### src/rtl/contrast_level_ctrl_if.sv
// rtl/contrast_level_ctrl_if.sv - key, vsync and contrast level signals of contrast_level_ctrl
interface contrast_level_ctrl_if;
    logic       iKEY_UP;
    logic       iKEY_DN;
    logic       iVSYNC;
    logic [3:0] oContrast_Level;
    logic       oLevel_Pending;

    modport master (
        output iKEY_UP, iKEY_DN, iVSYNC,
        input  oContrast_Level, oLevel_Pending
    );

    modport slave (
        input  iKEY_UP, iKEY_DN, iVSYNC,
        output oContrast_Level, oLevel_Pending
    );
endinterface

### src/rtl/contrast_level_ctrl.sv
// rtl/contrast_level_ctrl.sv - debounced up/down contrast level with auto-repeat and vsync-aligned commit
module contrast_level_ctrl #(
    parameter int         DEBOUNCE_CYCLES = 500000,
    parameter int         REPEAT_DELAY    = 25000000,
    parameter int         REPEAT_RATE     = 5000000,
    parameter logic [3:0] RESET_LEVEL     = 4'd8
) (
    input logic                  iCLK,
    input logic                  iRST_N,
    contrast_level_ctrl_if.slave bus
);
    localparam int DBW  = (DEBOUNCE_CYCLES > 1) ? $clog2(DEBOUNCE_CYCLES) : 1;
    localparam int RMAX = (REPEAT_DELAY > REPEAT_RATE) ? REPEAT_DELAY : REPEAT_RATE;
    localparam int RCW  = (RMAX > 1) ? $clog2(RMAX) : 1;

    typedef enum logic [2:0] {IDLE, UP_DLY, UP_RPT, DN_DLY, DN_RPT, BOTH} state_t;

    logic           up_s1_q, up_s2_q, dn_s1_q, dn_s2_q;
    logic           vs_s1_q, vs_s2_q, vs_s3_q;
    logic           up_deb_q, up_deb_d, dn_deb_q, dn_deb_d;
    logic           up_prev_q, dn_prev_q;
    logic [DBW-1:0] up_cnt_q, up_cnt_d, dn_cnt_q, dn_cnt_d;

    state_t         state_q;
    logic [RCW-1:0] rpt_cnt_q;
    logic [3:0]     target_q, level_q;
    logic           pending_q;

    logic           up_held, dn_held, up_evt, dn_evt, vs_fall;
    logic [3:0]     target_inc, target_dec;

    // Counters run only while the synced key disagrees with its debounced state.
    always_comb begin
        up_cnt_d = '0;
        up_deb_d = up_deb_q;
        if (up_s2_q != up_deb_q) begin
            if (up_cnt_q == DBW'(DEBOUNCE_CYCLES - 1)) begin
                up_deb_d = up_s2_q;
            end else begin
                up_cnt_d = up_cnt_q + 1'b1;
            end
        end
    end

    always_comb begin
        dn_cnt_d = '0;
        dn_deb_d = dn_deb_q;
        if (dn_s2_q != dn_deb_q) begin
            if (dn_cnt_q == DBW'(DEBOUNCE_CYCLES - 1)) begin
                dn_deb_d = dn_s2_q;
            end else begin
                dn_cnt_d = dn_cnt_q + 1'b1;
            end
        end
    end

    always_ff @(posedge iCLK or negedge iRST_N) begin
        if (!iRST_N) begin
            up_s1_q   <= 1'b1;
            up_s2_q   <= 1'b1;
            dn_s1_q   <= 1'b1;
            dn_s2_q   <= 1'b1;
            vs_s1_q   <= 1'b1;
            vs_s2_q   <= 1'b1;
            vs_s3_q   <= 1'b1;
            up_deb_q  <= 1'b1;
            dn_deb_q  <= 1'b1;
            up_prev_q <= 1'b1;
            dn_prev_q <= 1'b1;
            up_cnt_q  <= '0;
            dn_cnt_q  <= '0;
        end else begin
            up_s1_q   <= bus.iKEY_UP;
            up_s2_q   <= up_s1_q;
            dn_s1_q   <= bus.iKEY_DN;
            dn_s2_q   <= dn_s1_q;
            vs_s1_q   <= bus.iVSYNC;
            vs_s2_q   <= vs_s1_q;
            vs_s3_q   <= vs_s2_q;
            up_deb_q  <= up_deb_d;
            dn_deb_q  <= dn_deb_d;
            up_prev_q <= up_deb_q;
            dn_prev_q <= dn_deb_q;
            up_cnt_q  <= up_cnt_d;
            dn_cnt_q  <= dn_cnt_d;
        end
    end

    // Keys are active-low; a step needs a released-to-pressed transition.
    assign up_held    = ~up_deb_q;
    assign dn_held    = ~dn_deb_q;
    assign up_evt     = ~up_deb_q & up_prev_q;
    assign dn_evt     = ~dn_deb_q & dn_prev_q;
    assign vs_fall    = ~vs_s2_q & vs_s3_q;
    assign target_inc = (target_q == 4'hF) ? target_q : target_q + 4'd1;
    assign target_dec = (target_q == 4'h0) ? target_q : target_q - 4'd1;

    always_ff @(posedge iCLK or negedge iRST_N) begin
        if (!iRST_N) begin
            state_q   <= IDLE;
            rpt_cnt_q <= '0;
            target_q  <= RESET_LEVEL;
            level_q   <= RESET_LEVEL;
            pending_q <= 1'b0;
        end else begin
            pending_q <= (target_q != level_q);
            if (vs_fall) begin
                level_q <= target_q;
            end
            case (state_q)
                IDLE: begin
                    rpt_cnt_q <= '0;
                    if (up_evt && dn_evt) begin
                        target_q <= RESET_LEVEL;
                        state_q  <= BOTH;
                    end else if (up_evt) begin
                        target_q <= target_inc;
                        state_q  <= UP_DLY;
                    end else if (dn_evt) begin
                        target_q <= target_dec;
                        state_q  <= DN_DLY;
                    end
                end
                UP_DLY, UP_RPT: begin
                    if (!up_held) begin
                        state_q   <= IDLE;
                        rpt_cnt_q <= '0;
                    end else if (dn_held) begin
                        target_q  <= RESET_LEVEL;
                        state_q   <= BOTH;
                        rpt_cnt_q <= '0;
                    end else if ((state_q == UP_DLY && rpt_cnt_q == RCW'(REPEAT_DELAY - 1)) ||
                                 (state_q == UP_RPT && rpt_cnt_q == RCW'(REPEAT_RATE - 1))) begin
                        target_q  <= target_inc;
                        state_q   <= UP_RPT;
                        rpt_cnt_q <= '0;
                    end else begin
                        rpt_cnt_q <= rpt_cnt_q + 1'b1;
                    end
                end
                DN_DLY, DN_RPT: begin
                    if (!dn_held) begin
                        state_q   <= IDLE;
                        rpt_cnt_q <= '0;
                    end else if (up_held) begin
                        target_q  <= RESET_LEVEL;
                        state_q   <= BOTH;
                        rpt_cnt_q <= '0;
                    end else if ((state_q == DN_DLY && rpt_cnt_q == RCW'(REPEAT_DELAY - 1)) ||
                                 (state_q == DN_RPT && rpt_cnt_q == RCW'(REPEAT_RATE - 1))) begin
                        target_q  <= target_dec;
                        state_q   <= DN_RPT;
                        rpt_cnt_q <= '0;
                    end else begin
                        rpt_cnt_q <= rpt_cnt_q + 1'b1;
                    end
                end
                BOTH: begin
                    rpt_cnt_q <= '0;
                    if (!up_held && !dn_held) begin
                        state_q <= IDLE;
                    end
                end
                default: begin
                    state_q   <= IDLE;
                    rpt_cnt_q <= '0;
                end
            endcase
        end
    end

    assign bus.oContrast_Level = level_q;
    assign bus.oLevel_Pending  = pending_q;
endmodule

### src/flat_wrapper.sv
// flat-port wrapper written by rule: the top's interface ports become plain ports
module contrast_level_ctrl_flat 
#(
    parameter int         DEBOUNCE_CYCLES = 500000,
    parameter int         REPEAT_DELAY    = 25000000,
    parameter int         REPEAT_RATE     = 5000000,
    parameter logic [3:0] RESET_LEVEL     = 4'd8
)
  (iCLK, iRST_N, bus_iKEY_UP, bus_iKEY_DN, bus_iVSYNC, bus_oContrast_Level, bus_oLevel_Pending);
  contrast_level_ctrl_if bus_i ();
  input logic iCLK;
  input logic iRST_N;
  input wire logic [$bits(bus_i.iKEY_UP)-1:0] bus_iKEY_UP;
  input wire logic [$bits(bus_i.iKEY_DN)-1:0] bus_iKEY_DN;
  input wire logic [$bits(bus_i.iVSYNC)-1:0] bus_iVSYNC;
  output wire logic [$bits(bus_i.oContrast_Level)-1:0] bus_oContrast_Level;
  output wire logic [$bits(bus_i.oLevel_Pending)-1:0] bus_oLevel_Pending;
  assign bus_i.iKEY_UP = bus_iKEY_UP;
  assign bus_i.iKEY_DN = bus_iKEY_DN;
  assign bus_i.iVSYNC = bus_iVSYNC;
  assign bus_oContrast_Level = bus_i.oContrast_Level;
  assign bus_oLevel_Pending = bus_i.oLevel_Pending;
  contrast_level_ctrl #(.DEBOUNCE_CYCLES(DEBOUNCE_CYCLES), .REPEAT_DELAY(REPEAT_DELAY), .REPEAT_RATE(REPEAT_RATE), .RESET_LEVEL(RESET_LEVEL)) u_core (.iCLK(iCLK), .iRST_N(iRST_N), .bus(bus_i));
endmodule
### config.mk
export PLATFORM = sky130hd
export DESIGN_NAME = contrast_level_ctrl_flat
export DESIGN_NICKNAME = d
export VERILOG_FILES = /design/src/rtl/contrast_level_ctrl_if.sv /design/src/rtl/contrast_level_ctrl.sv /design/src/flat_wrapper.sv
export SDC_FILE = /design/constraint.sdc
export NUM_CORES = 1
export LEC_CHECK = 0
export ABC_AREA = 1
export BUFFER_PORTS_ARGS = -buffer_cell sky130_fd_sc_hd__buf_4
export CAP_MARGIN = 0
export CORE_UTILIZATION = 55
export DETAILED_ROUTE_END_ITERATION = 8
export PLACE_DENSITY = 0.71
export SLEW_MARGIN = 20
export SYNTH_ARGS = -nofsm -noshare
export SYNTH_HDL_FRONTEND = slang
export SYNTH_SLANG_ARGS = --single-unit
export TNS_END_PERCENT = 50
### constraint.sdc
create_clock -name iCLK -period 2.15 [get_ports iCLK]
set_input_delay 0.3225 -clock iCLK [delete_from_list [all_inputs] [get_ports iCLK]]
set_output_delay 0.3225 -clock iCLK [all_outputs]
set_load 0.02 [all_outputs]
==> results.md <==
Global route:
- For this run, the total global-route usage over all layers was measured as 0.2401.
- The first-pass GRT wire length is 18.66 mm.
- The number of global-route vias before repair is 4,227.
- After global routing the overflow that remains totals 0.
- The pin count of the biggest net entering global routing is 45.
- The initial antenna violation count was 0.

STA:
- The clock period minus worst slack is 1.974 ns.
- Setup repair after global routing left no endpoint under its margin.
- Dividing the final minimum period by the clock period gives 0.9183.
- The count of pins over their slew limit is 0.
- The worst path meets setup with 0.1756 ns of slack.
- The achievable frequency is 0.5065 GHz.
- In this run the tightest slew margin relative to its limit is 0.6276.
- Setup violations remaining at the end of the flow were counted as 0.
- At the pin with the least slew margin, the transition time is 0.5585 ns.
- The number of failing hold endpoints at the final stage came to 0.
- For the final routed database, the setup TNS stands at 0 ns.
- The final worst clock skew is 0.009195 ns.

Layout:
- Leaving out filler cells and counting taps, the final layout contains 780.
- Relative to the synthesized area, the layout overhead comes to 8.803%.
- The library cell used most frequently in the layout, excluding fill and tap cells, is sky130_fd_sc_hd__nand2_1.
- Across the whole layout, storage elements account for 2168 um^2.
- The repair_antennas step left the layout with diodes totalling 0.
- At the end of the flow, the number of nets in the layout was 677.
- The final design area excluding fillers is 5413 um^2.
- In the final layout, the share of cells above drive strength 1 is 0.1146.
- The filler cells instantiated in the layout total 769.
- In the final layout, the multi-input gates occupy ~2400 um^2.
- In the layout the commonest cells are sky130_fd_sc_hd__nand2_1 (135), sky130_fd_sc_hd__nor2_1 (90), sky130_fd_sc_hd__inv_1 (81).

Floorplan:
- Row generation in the floorplan step produced 34 rows.
- The initial core utilization is 0.5704.
- The height of the die is between 90 and 100 um.
- The core box area is 8721 um^2.
- The floorplan step set the die width to 97.11 um.
- The number of top-level design ports is 10.
- The die footprint is between 9000 and 10,000 um^2.

Worst setup path:
- The sort of element at the end of the critical path is a flop.
- The arrival time at the worst endpoint is 2.21 ns.
- The largest single stage delay on the critical path is 0.41 ns.
- The kind of critical path is reg -> reg.
- The most frequent cell on the critical path is sky130_fd_sc_hd__nand2_2.
- The worst setup path is launched from a flop.
- Traced cell by cell, the critical path runs through ha_1 -> nand2_2 -> nor2_4 -> nand2_1 -> nor2_2 -> nand3_2 -> nand4_4 -> nand2_2 -> and3_1.
- In this run the worst path has a maximum fanout of 18.
- Broken down by cell family, the worst path's largest delay share belongs to simple AND/OR/NAND/NOR gates.
- The slowest cell on the critical path is sky130_fd_sc_hd__dfrtp_1.
- Counting both buffers and inverters, the worst setup path holds a total of 0.
- At the worst endpoint, the required time is 2.39 ns.

Pwr:
- The internal portion of the total power is between 2000 and 2500 uW.
- Of the total power, the clock network draws 0.411.
- The power density over the cells is ~540 nW/um^2.
- Of the total power, the share spent switching nets is 0.2190.
- The register share of total power is 0.560.
- Summed over all nets, the switching power comes to 645.5 uW.
- For this design the static power due to leakage is 0.002400 uW.
- The share of total power in combinational logic is 0.029.
- The design draws roughly 2900 uW.
- The maximum vdd drop is ~390 uV.

Job:
- The tool flagged a number of max-cap violations equal to 0.

Clock tree:
- The post-CTS setup repair buffer count is 0.
- Clock-pin slew was measured on the worst setup and hold paths at approximately 0.080 ns.
- TritonCTS built the clock tree.
- In this run the deepest clock path goes through 2 buffers.
- The cell at the root of the clock tree is sky130_fd_sc_hd__clkbuf_8.
- The number of clock sinks is 86.
- For the worst-skew pair, the clock arrives at the later sink with an insertion delay of between 0.3 and 0.4 ns.
- The maximum level of the CTS H-tree is 3.
- In this run, CTS created clock tree buffers numbering 9.

Synthesis:
- Of the total synthesized cell area, the portion taken by full adders, half adders and majority gates is 0.01258.
- Yosys mapped the design onto 45 distinct sky130hd cell types.
- Yosys printed 0 warnings.
- In this run, synthesis inferred 0 flip-flops with an integrated enable.
- Of the total synthesized cell area, the portion taken by XOR and XNOR cells is 0.04401.
- The post-synthesis sequential element count is 86.
- The area share of and/or/nand/nor cells after synthesis is 0.3514.
- The number of cells produced by synthesis is 650.
- A synthesized cell averages 7.653 um^2.
- The number of nets handed over by synthesis was 660.
- Among all flip-flop cells after synthesis, the most frequent one is sky130_fd_sc_hd__dfrtp_1.
- The mapped netlist covers 4975 um^2.
- Measured against the total synthesized area, the mux share comes to 0.004527.
- The area fraction in compound gates after synthesis came to 0.07822.
- The share of the Yosys chip area taken by registers is 0.4359.
- The fraction of synthesis flops using an asynchronous set or reset pin is 1.000.
- The main combinational cell family by area after synthesis is simple AND/OR/NAND/NOR gates.

Place:
- During placement, the flow inserted port buffers numbering 9.
- The placed instances occupy a cell area of 5180 um^2.
- The congestion estimate from routability-driven global placement came to 0.9022.
- The setup slack after placement is roughly 0.17 ns.
- Detailed placement ended at an HPWL of 7.945 mm.
- Including well taps, the total number of placed cells is 763.

Detailed routing:
- After detailed routing, the number of remaining DRC violations is 0.
- The initial DRC count is 248.
- The count of antenna-violating nets left after detailed routing is 0.
- The first detailed-routing pass took 5 iterations.
- Dividing the detail-routed via count by the number of cells gives 5.469.
- The routed length per instance is 13.48 um.
- The post-detailed-routing wire length is ~11 mm.
- Across all layers, the routed design uses 4,266 vias.

Hold path:
- The path category of the worst min-delay check is in -> reg.

Run status:
- The run finished with clean final reports.
==> through the flow <==
| step | utilization | hold WS [ns] |
|---|---|---|
| 3_5_place_dp | 0.5940 | 0.3468 |
| 6_report | 0.6207 | 0.07390 |
| 5_1_grt | 0.6207 | 0.05505 |
| 2_1_floorplan | - | 0.02691 |
| 4_1_cts | 0.6194 | 0.05834 |
| 3_3_place_gp | 0.5940 | 0.3452 |
==> area by class of cell <==
class                      count  area share
multi-input combinational    471      0.4524
sequential                    86      0.4006
inverter                      84     0.05871
clock buffer                  14     0.03190
tap                          108     0.02497
timing repair buffer          15     0.02427
clock inverter                 2    0.007166
==> synthesized netlist by cell type, types with 3 or more instances <==
library cell               instances  area [um^2]
sky130_fd_sc_hd__dfstp_2          13        341.6
sky130_fd_sc_hd__nor2_2            7        43.79
sky130_fd_sc_hd__nand2_2           6        37.54
sky130_fd_sc_hd__ha_1              5        62.56
sky130_fd_sc_hd__xor2_1           19        166.4
sky130_fd_sc_hd__nor4_1            5        31.28
sky130_fd_sc_hd__buf_2             4        20.02
sky130_fd_sc_hd__nor3_1           20        100.1
sky130_fd_sc_hd__nor2_4            3        33.78
sky130_fd_sc_hd__a21oi_1          32        160.2
sky130_fd_sc_hd__o21ai_0          21        105.1
sky130_fd_sc_hd__a211oi_1          5        37.54
sky130_fd_sc_hd__nand4_1          30        187.7
sky130_fd_sc_hd__clkbuf_1          3        11.26
sky130_fd_sc_hd__and3_1            9        56.30
sky130_fd_sc_hd__nand3_1          47        235.2
sky130_fd_sc_hd__nor2_1           91        341.6
sky130_fd_sc_hd__nand2_1         135        506.7
sky130_fd_sc_hd__dfrtp_1          73         1827
sky130_fd_sc_hd__nand3b_1          3        22.52
sky130_fd_sc_hd__inv_1            81        304.0
sky130_fd_sc_hd__xnor2_1           6        52.55
sky130_fd_sc_hd__a31oi_1           3        18.77
==> final timing paths <==
kind	startpoint	end	slack (ns)	depth (start not counted)
worst max-delay path	u_core.rpt_cnt_q[0]	u_core.rpt_cnt_q[21]	0.18	9
worst min-delay path	bus_iVSYNC	u_core.vs_s1_q	0.07	1
worst max register to register	u_core.rpt_cnt_q[0]	u_core.rpt_cnt_q[21]	0.18	9
worst min register to register	u_core.dn_s1_q	u_core.dn_s2_q	0.36	0
max in group asynchronous	iRST_N	u_core.up_prev_q	0.96	3
min in group asynchronous	iRST_N	u_core.rpt_cnt_q[11]	0.49	2
==> flip-flops by register name (all words and copies together) (netlist names), 3 cells and up <==
register and flops:
u_core.rpt_cnt_q 25, u_core.bus.oContrast_Level 4, u_core.dn_cnt_q 19, u_core.target_q 4, u_core.up_cnt_q 19, u_core.state_q 3
==> power by group through the flow <==
stage	registers [uW]	logic, uW	clock network, uW
floorplan	1680	29.9	0
global placement	1680	86.1	0
detailed placement	1680	86.5	0
CTS	1650	88.4	1240
global route	1650	102	1290
finish	1650	85.5	1210
==> repair_timing <==
action                                  in CTS  in global routing
resized for setup                            0                  3
hold buffers                                 1                  0
endpoints found under the setup margin       0                  4
hold endpoints to repair                    36                  0
==> worst register-to-register path, stage by stage, from the launching register on <==
cell,delay [ns]
sky130_fd_sc_hd__dfrtp_1,0.41
sky130_fd_sc_hd__ha_1,0.20
sky130_fd_sc_hd__nand2_2,0.09
sky130_fd_sc_hd__nor2_4,0.13
sky130_fd_sc_hd__nand2_1,0.12
sky130_fd_sc_hd__nor2_2,0.14
sky130_fd_sc_hd__nand3_2,0.13
sky130_fd_sc_hd__nand4_4,0.22
sky130_fd_sc_hd__nand2_2,0.22
sky130_fd_sc_hd__and3_1,0.21
==> metal layers <==
| layer | track usage | up-vias | wire length (um) |
|---|---|---|---|
| li1 | - | 2170 | - |
| met1 | 0.3325 | 1980 | 5037 |
| met2 | 0.3900 | 98 | 4898 |
| met3 | 0.03094 | 18 | 390 |
| met4 | 0.08266 | 0 | 188 |
| met5 | 0 | - | 0 |
==> kinds of logic after synthesis <==
| logic type | Yosys count |
|---|---|
| AO/OA/AOI/OAI | 70 |
| XOR/XNOR | 25 |
| adder cells (fa/ha/maj) | 5 |
| buffers and inverters | 93 |
| flip-flops | 86 |
| multiplexers | 2 |
| AND/OR/NAND/NOR | 369 |
No activity file was read; power rests on OpenSTA's default activity.
